==> config.mk <==
export PLATFORM = sky130hd
export DESIGN_NAME = npu_act_mem_wr_resp
export DESIGN_NICKNAME = d
export VERILOG_FILES = /design/src/rtl/npu_act_mem_wr_resp.sv
export SDC_FILE = /design/constraint.sdc
export NUM_CORES = 1
export LEC_CHECK = 0
export CAP_MARGIN = 20
export CORE_MARGIN = 10
export CORE_UTILIZATION = 45
export CTS_CLUSTER_SIZE = 28
export DETAILED_ROUTE_END_ITERATION = 10
export PLACE_DENSITY = 0.83
export SLEW_MARGIN = 40
export SYNTH_ARGS = -nofsm -noshare
export SYNTH_HDL_FRONTEND = slang
export SYNTH_SLANG_ARGS = --single-unit
==> constraint.sdc <==
create_clock -name clk -period 3.8 [get_ports clk]
set_input_delay 0.76 -clock clk [delete_from_list [all_inputs] [get_ports clk]]
set_output_delay 0.76 -clock clk [all_outputs]
set_load 0.02 [all_outputs]
==> src/rtl/npu_act_mem_wr_resp.sv <==
// Two-requester write arbiter in front of the activation BRAM write port.
// One grant per two cycles; hw has priority unless the host has waited too long.
module npu_act_mem_wr_resp #(
  parameter int DATA_WIDTH        = 8,
  parameter int ADDR_WIDTH        = 12,
  parameter int MEM_DEPTH         = 3968,
  parameter int HOST_STARVE_LIMIT = 16,
  parameter int WR_CNT_WIDTH      = 16
) (
  input  logic                    clk,
  input  logic                    rst,
  input  logic                    hw_mem_wr,
  input  logic [ADDR_WIDTH-1:0]   hw_mem_wr_addr,
  input  logic [DATA_WIDTH-1:0]   hw_mem_wr_data,
  output logic                    hw_mem_wr_ack_p,
  input  logic                    host_mem_wr,
  input  logic [ADDR_WIDTH-1:0]   host_mem_wr_addr,
  input  logic [DATA_WIDTH-1:0]   host_mem_wr_data,
  output logic                    host_mem_wr_ack_p,
  output logic                    act_mem_we,
  output logic [ADDR_WIDTH-1:0]   act_mem_addr,
  output logic [DATA_WIDTH-1:0]   act_mem_wdata,
  input  logic                    wr_cnt_clr,
  output logic [WR_CNT_WIDTH-1:0] wr_cnt,
  output logic                    addr_err
);

  localparam int                  SW       = $clog2(HOST_STARVE_LIMIT + 1);
  localparam logic [SW-1:0]       LP_LIMIT = SW'(HOST_STARVE_LIMIT);
  localparam logic [ADDR_WIDTH:0] LP_DEPTH = MEM_DEPTH[ADDR_WIDTH:0];

  typedef enum logic {S_IDLE, S_ACK} state_t;

  state_t                  r_state;
  logic [SW-1:0]           r_starve;
  logic                    r_hw_ack;
  logic                    r_host_ack;
  logic                    r_we;
  logic [ADDR_WIDTH-1:0]   r_addr;
  logic [DATA_WIDTH-1:0]   r_data;
  logic                    r_addr_err;
  logic [WR_CNT_WIDTH-1:0] r_wr_cnt;

  logic                    w_idle;
  logic                    w_host_win;
  logic                    w_grant;
  logic                    w_in_range;
  logic [ADDR_WIDTH-1:0]   w_gnt_addr;
  logic [DATA_WIDTH-1:0]   w_gnt_data;

  assign w_idle     = (r_state == S_IDLE);
  assign w_host_win = host_mem_wr && (!hw_mem_wr || (r_starve == LP_LIMIT));
  assign w_grant    = w_idle && (hw_mem_wr || host_mem_wr);
  assign w_gnt_addr = w_host_win ? host_mem_wr_addr : hw_mem_wr_addr;
  assign w_gnt_data = w_host_win ? host_mem_wr_data : hw_mem_wr_data;
  assign w_in_range = ({1'b0, w_gnt_addr} < LP_DEPTH);

  always_ff @(posedge clk) begin
    if (rst) begin
      r_state    <= S_IDLE;
      r_starve   <= '0;
      r_hw_ack   <= 1'b0;
      r_host_ack <= 1'b0;
      r_we       <= 1'b0;
      r_addr     <= '0;
      r_data     <= '0;
      r_addr_err <= 1'b0;
      r_wr_cnt   <= '0;
    end else begin
      r_hw_ack   <= 1'b0;
      r_host_ack <= 1'b0;
      r_we       <= 1'b0;
      case (r_state)
        S_IDLE: if (w_grant) begin
          r_state    <= S_ACK;
          r_hw_ack   <= !w_host_win;
          r_host_ack <= w_host_win;
          r_we       <= w_in_range;
          r_addr     <= w_gnt_addr;
          r_data     <= w_gnt_data;
          if (!w_in_range) r_addr_err <= 1'b1;
        end
        default: r_state <= S_IDLE;
      endcase
      // Every cycle the host is held without a grant counts as waiting, ACK cycles included.
      if (!host_mem_wr || (w_grant && w_host_win))
        r_starve <= '0;
      else if (r_starve != LP_LIMIT)
        r_starve <= r_starve + SW'(1);
      if (wr_cnt_clr)
        r_wr_cnt <= '0;
      else if (r_we)
        r_wr_cnt <= r_wr_cnt + WR_CNT_WIDTH'(1);
    end
  end

  // Reset during the ACK cycle suppresses the pulse already sitting in the flops.
  assign hw_mem_wr_ack_p   = r_hw_ack & ~rst;
  assign host_mem_wr_ack_p = r_host_ack & ~rst;
  assign act_mem_we        = r_we & ~rst;
  assign act_mem_addr      = r_addr;
  assign act_mem_wdata     = r_data;
  assign wr_cnt            = r_wr_cnt;
  assign addr_err          = r_addr_err;

endmodule

Word level (Yosys, flattened, before mapping)
Index checks and enable logic that the tools add are counted.

Bits in registers: 46. Output and inout bits: 40.

Add/subtract/negate cells: 2. $lt $le $gt $ge: 1. Eq/ne operators: 2. Mux-type cells: 3. Bitwise logic cells: 7. Reductions and logical operators: 15.

Operator list (number): 16-bit by 1-bit adder with 16-bit output (second input constant) (1); 12-bit less-than comparator (second input constant) (1); 12-bit two-way mux (1); 8-bit two-way mux (1); 2-bit OR reduction (3); 5-bit by 1-bit adder with 5-bit output (second input constant) (1); 5-bit == test (second input constant) (1); 5-bit != test (second input constant) (1); 1-bit inverter (4); 1-bit AND (3); 1-bit logical AND (3); 1-bit zero test (3); 1-bit logical OR (3); 3-bit AND reduction (1); 3-bit OR reduction (1); 2-bit AND reduction (1); 1-bit two-way mux (1).

Depth between registers and ports, before layout
Gate-level depths: netlist (run 1).

Depth after elaboration: 7. Mapped depth: 8. Gate-level depth less buffers: 6.

Worst setup path before layout (run 1)
OpenSTA, ideal clock, no wires.

Kind: input -> output. Start point: input rst. End point: output act_mem_we. Data arrival time: 1.264 ns. Data required time: 3.040 ns. Slack: 1.776 ns. Cell stages on the path: 2. Path buffers: 1. Cell sequence: clkbuf_1 nor2b_1.

Longest elaborated chain between the ends: 2.

Ends and longest elaborated chain: start, declared (line 11) `input logic rst,`; 1-bit inverter (line 100) `assign act_mem_we = r_we & ~rst;`; 1-bit AND (line 100); end, declared (line 20) `output logic act_mem_we,`.

No other way between the ends.

Final worst setup path (run 1)
Start point: input rst. End point: output hw_mem_wr_ack_p.

Longest elaborated chain between the ends: 2.

Ends and longest elaborated chain: 1-bit inverter (line 98) `assign hw_mem_wr_ack_p = r_hw_ack & ~rst;`; 1-bit AND (line 98); end, declared (line 15) `output logic hw_mem_wr_ack_p,`.

No other way between the ends.

==> results of run 1 <==
[per-stage QoR]
step                      total power, W  worst slack, ns  instances  hold WS [ns]    util
after floorplan                0.0006329            1.776        226        0.4706       -
after global placement         0.0007344            1.019        351        0.4862  0.6601
after detailed placement       0.0007400            1.001        352        0.4938  0.6635
after CTS                       0.001186           0.9985        360        0.5059  0.6959
after global routing            0.001218           0.9453        360        0.5222  0.6959
final                           0.001169            1.026        360        0.5031  0.6959
[power by group through the flow]
| stage | logic, W | clock network, W | registers, W |
|---|---|---|---|
| floorplan | 0.0000758 | 0 | 0.000557 |
| global placement | 0.000203 | 0 | 0.000532 |
| detailed placement | 0.000207 | 0 | 0.000533 |
| CTS | 0.000208 | 0.000456 | 0.000522 |
| global route | 0.000223 | 0.000471 | 0.000525 |
| finish | 0.000205 | 0.000443 | 0.000522 |
[path summary, 6_finish.rpt]
check / start / to / cells after the start
worst max-delay path: rst / hw_mem_wr_ack_p / 3
worst min-delay path: act_mem_addr[10] / act_mem_addr[10] / 2
worst max register to register: r_starve[0] / r_we / 8
worst min register to register: act_mem_addr[10] / act_mem_addr[10] / 2
[area by class of cell]
cell class              instances  area (sq um)  area share
clock buffers                   6         82.58     0.02688
clock inverters                 2         60.06     0.01955
inverters                       8         30.03    0.009776
multi-input cells             158          1035      0.3369
flip-flops and latches         46         920.9      0.2998
well taps                      52         65.06     0.02118
repair buffers                 88         878.3      0.2859
[layout by cell type, fill, tap and decap left out, types with 2 or more instances in the layout]
cell	instances
xor2_1	5
nor2_1	42
a211oi_1	20
nor2b_1	4
mux2i_1	22
xnor2_1	11
nand3_1	7
bufinv_16	2
nor4_1	4
buf_4	3
nand2_1	7
o21ai_0	2
clkdlybuf4s50_1	84
and3_1	2
or3_1	2
inv_1	8
clkbuf_8	6
nor3_1	7
ha_1	3
nand4_1	5
dfxtp_1	46
a21oi_1	3
[metal layers]
| layer | vias to the layer above | track usage |
|---|---|---|
| li1 | 944 | - |
| met1 | 810 | 0.1444 |
| met2 | 59 | 0.2354 |
| met3 | 6 | 0.08914 |
| met4 | 0 | 0.03478 |
| met5 | - | 0 |
[cells in the mapped netlist, drive strengths merged, types with 3 or more instances]
cell type	n	area [sq um]
dfxtp	46	920.9
o21ai	4	31.28
mux2i	22	220.2
nor4	4	25.02
xor2	5	43.79
nor2	43	161.4
xnor2	11	96.34
nand2	7	26.28
buf	5	52.55
ha	3	37.54
clkbuf	9	33.78
a211oi	20	150.1
nor2b	4	25.02
nand4	5	31.28
a21oi	3	15.01
nor3	7	35.03
inv	8	30.03
nand3	7	35.03
[state kept, by name, indices dropped and copies added, names as in the netlist]
signal,count
addr_err,1
r_we,1
r_hw_ack,1
r_host_ack,1
r_state,1
act_mem_addr,12
act_mem_wdata,8
r_starve,5
wr_cnt,16
[worst max-delay path, delay by kind of cell]
kind,cells,cell delay (ns)
buffers and inverters,2,1.10
and+or+nand+nor,1,0.15
[logic make-up after synthesis]
logic type / after synthesis
flops: 46
buf+inv: 22
compound gates: 31
fa+ha+maj: 3
simple gates: 86
xor+xnor: 16
mux: 22
==> impl_metrics.yaml, run 1 <==
status:
  status: "finished clean"
clocking:
  cts_max_level: 2
  post_cts_buffers: 0
  clock_path_buffers: 2
  cts_made_buffers: 5
  cts.sinks: 46
  clock_latency_ns: 0.30
  ctsHoldBuffers: 0
  cts_resized: 0
  cts_tree: "built"
  cts.reportedPaths.clkPinSlew_ns: 0.08
  cts-root-buf: "clkbuf_8"
detailed_routing:
  met2_length_mm: 2.505
  firstDrtPassIters: 4
  totalWireLength_mm: 5.299
  wire_per_inst_um: 14.72
  num_vias: 1819
  met3_length_um: 667
  ant_nets: 0
  drt_iter0_markers: 64
  vias_per_cell: 5.053
  drc: 0
  routed.top_layer: "met4"
  wl_met1_mm: 2.070
logic_synthesis:
  ys_ff_latch: 46
  avgSynthCellArea_sq_um: 9.157
  yosysWarnings: 0
  synth_xor_area_frac: 0.06771
  yosys.area_share.simple: 0.1941
  synth-compound-area-share: 0.1125
  synth_edf_count: 0
  synthAdderAreaFrac: 0.01814
  synthMuxAreaShare: 0.1064
  synth_nets: 274
  ys_seq_area_frac: 0.4450
  yosysUniqueCellTypes: 34
  ys.flop_type: "dfxtp_1"
  syn_inst: 226
  async_flop_share: 0
  synth_top_family_by_area: "simple AND/OR/NAND/NOR gates"
  netlist_area_sq_um: 2069
power:
  clockPowerShare: 0.379
  swShare: 0.2315
  internal-power_w: 0.0008983
  p_leak_nw: 1.171
  p_sw_w: 0.0002706
  ir_worst_vdd_v: 0.0003832
  powerDensity_nw_per_um2: 380.6
  combPwrFrac: 0.175
  power_frac_seq: 0.446
run:
  drv_cap: 0
floorplanning:
  ios: 85
  die_h_um: 87.82
  dieWidth_um: 87.82
  row_count: 24
  core_sq_um: 4414
  initial_core_util: 0.4688
  die_area_sq_um: 7711
setup_path:
  start_kind: "input pin"
  ff2ff_setup_slack_ns: 1.70
  cp_slowest_stage_delay_ns: 0.62
  cpMostUsedCell: "clkdlybuf4s50_1"
  critical_path.slowest_cell: "clkdlybuf4s50_1"
  critPathCaptureType: "output port"
  path_cells: "clkdlybuf4s50_1, nor2b_1, clkdlybuf4s50_1"
  arrival_ns: 2.01
  crit_type: "input pin to output port"
  crit_required_ns: 3.04
  crit_fanout: 5
layout:
  stdcell_area_sq_um: 3072
  layout.nets: 355
  drive_gt1_frac: 0.05195
  syn_to_final_growth_pct: 48.43
  n_fill_cell: 347
  antenna_cells: 0
timing:
  relSlewSlack: 0.6416
  setup_viol: 0
  fmaxAchievable_mhz: 360.4
  drv_slew: 0
  tightestPinTransition_ns: 0.5356
  fin_crit_ns: 2.774
  finalCritPeriodShare: 0.7301
  tns_ns: 0
  timing.final.hold_violations: 0
  rsz0062_at_grt: "false"
  finClkSkew_ns: 0.004538
global_route:
  grt_max_degree: 41
  grt-ovfl-total: 0
  antenna_found_initial: 0
  grt_pass1_wl_mm: 8.618
  grt_use_total: 0.1407
  first_global_vias: 1802
worst_hold_path:
  hold_path.class: "flop to flop"
place:
  dpl_cell_area_sq_um: 2929
  port_buffers: 84
  routabilityCongestion: 0.8145
  dp_hpwl_mm: 4.116
Note: power is estimated with default switching activity, not from simulation.
==> run 2, diff against run 1 <==
CORE_UTILIZATION = 43   (was 45)
PLACE_DENSITY = 0.8   (was 0.83)
clock period = 2.8 ns   (was 3.8 ns; I/O delays follow)
==> impl_metrics.yaml, run 2 (synthesis results as in run 1) <==
setup_path:
  cp_slowest_stage_delay_ns: 0.61
  crit_type: "input pin to output port"
  crit_required_ns: 2.24
  critPathCaptureType: "output port"
  critical_path.slowest_cell: "clkdlybuf4s50_1"
  cp_top_family: "buffers and inverters"
  arrival_ns: 1.79
  path_cells: "clkdlybuf4s50_1, nor2b_1, clkdlybuf4s50_1"
  start_kind: "input pin"
  cpMostUsedCell: "clkdlybuf4s50_1"
  crit_fanout: 5
  worst-path-buf-inv: 2
timing:
  finalCritPeriodShare: 0.8400
  fin_crit_ns: 2.352
  timing.final.hold_violations: 0
  drv_slew: 0
  fmaxAchievable_mhz: 425.2
  finClkSkew_ns: 0.006841
  tightestPinTransition_ns: 0.4760
  setup_viol: 0
  holdWs_ns: 0.4979
  rsz0062_at_grt: "false"
  tns_ns: 0
  relSlewSlack: 0.6817
clocking:
  ctsHoldBuffers: 0
  cts.reportedPaths.clkPinSlew_ns: 0.08
  post_cts_buffers: 0
  cts_resized: 0
  cts_made_buffers: 5
  clock_path_buffers: 2
  cts_max_level: 2
  cts-root-buf: "clkbuf_8"
  cts.sinks: 46
  cts_tree: "built"
  clock_latency_ns: 0.29
global_route:
  grt_max_degree: 41
  top_usage_layer: "met2"
  first_global_vias: 1792
  grt_use_total: 0.1290
  grt-ovfl-total: 0
  met1_usage: 0.1353
  antenna_found_initial: 0
  grt_use_met3: 0.07566
  met2_usage: 0.2125
  grt_pass1_wl_mm: 8.169
detailed_routing:
  ant_nets: 0
  totalWireLength_mm: 5.182
  vias_per_cell: 5.097
  drc: 0
  wire_per_inst_um: 14.31
  firstDrtPassIters: 4
  num_vias: 1845
  drt_iter0_markers: 58
floorplanning:
  die_area_sq_um: 7988
  row_count: 25
  core_sq_um: 4692
  dieWidth_um: 89.38
  ios: 85
  initial_core_util: 0.4411
  die_h_um: 89.38
power:
  powerDensity_nw_per_um2: 476.3
  p_leak_nw: 1.154
  ir_worst_vdd_v: 0.0003112
place:
  routabilityCongestion: 0.7915
  dpl_cell_area_sq_um: 2924
  port_buffers: 84
  dp_hpwl_mm: 4.006
layout:
  drive_gt1_frac: 0.05195
  largest_reg_flops: 16
  n_fill_cell: 412
  syn_to_final_growth_pct: 46.61
  antenna_cells: 0
  layout.nets: 355
  stdcell_area_sq_um: 3034
  layout_commonest_cell: "clkdlybuf4s50_1"
  multi_input_area_sq_um: 1035
  regArea_sq_um: 920.9
  mostFrequentLayoutCells: "clkdlybuf4s50_1, dfxtp_1, nor2_1"
status:
  status: "finished clean"
run:
  drv_cap: 0
worst_hold_path:
  hold_path.class: "flop to flop"
run 2: cell count changes in the layout (fill, tap and decap cells not counted), sizes merged:
cell    delta
clkbuf     +2
bufinv     -2
run 2: layout make-up:
type / instances / share of cell area
well taps: 54 / 0.02227
clock buffers: 8 / 0.03629
flip-flops and latches: 46 / 0.3035
inverters: 8 / 0.009897
repair buffers: 88 / 0.2870
multi-input cells: 158 / 0.3410
run 2: metrics by stage:
step / setup slack [ns] / power (W) / util / cells
after floorplan: 1.103 / 0.0008590 / - / 226
after detailed placement: 0.4442 / 0.001001 / 0.6232 / 354
after global routing: 0.3802 / 0.001511 / 0.6467 / 362
final: 0.4480 / 0.001445 / 0.6467 / 362
after CTS: 0.4365 / 0.001462 / 0.6467 / 362
after global placement: 0.4798 / 0.0009968 / 0.6232 / 354
run 2: worst min-delay path, delay by kind of cell, from the launching register on:
family / cells / cell delay, ns
flip-flops: 1 / 0.31
AND/OR/NAND/NOR: 1 / 0.09
AO/OA/AOI/OAI: 1 / 0.05
run 2: path summary, 6_finish.rpt:
path	startpoint	end	slack (ns)	cells past startpoint
worst max-delay path	rst	hw_mem_wr_ack_p	0.45	3
worst min-delay path	act_mem_addr[0]	act_mem_addr[0]	0.50	2
worst max register to register	r_starve[0]	r_we	0.90	8
worst min register to register	act_mem_addr[0]	act_mem_addr[0]	0.50	2
run 2: power by group:
group	switching [W]	leakage [nW]	internal (W)
clock	0.000214	0.0575	0.000249
sequential	0.0000196	0.377	0.000688
combinational	0.000125	0.720	0.000149
total	0.000358	1.15	0.00109
run 2: routing by layer:
layer,up-vias,wire length [um]
met5,-,0
met2,60,2344
met1,835,2151
li1,943,-
met4,0,66
met3,7,620
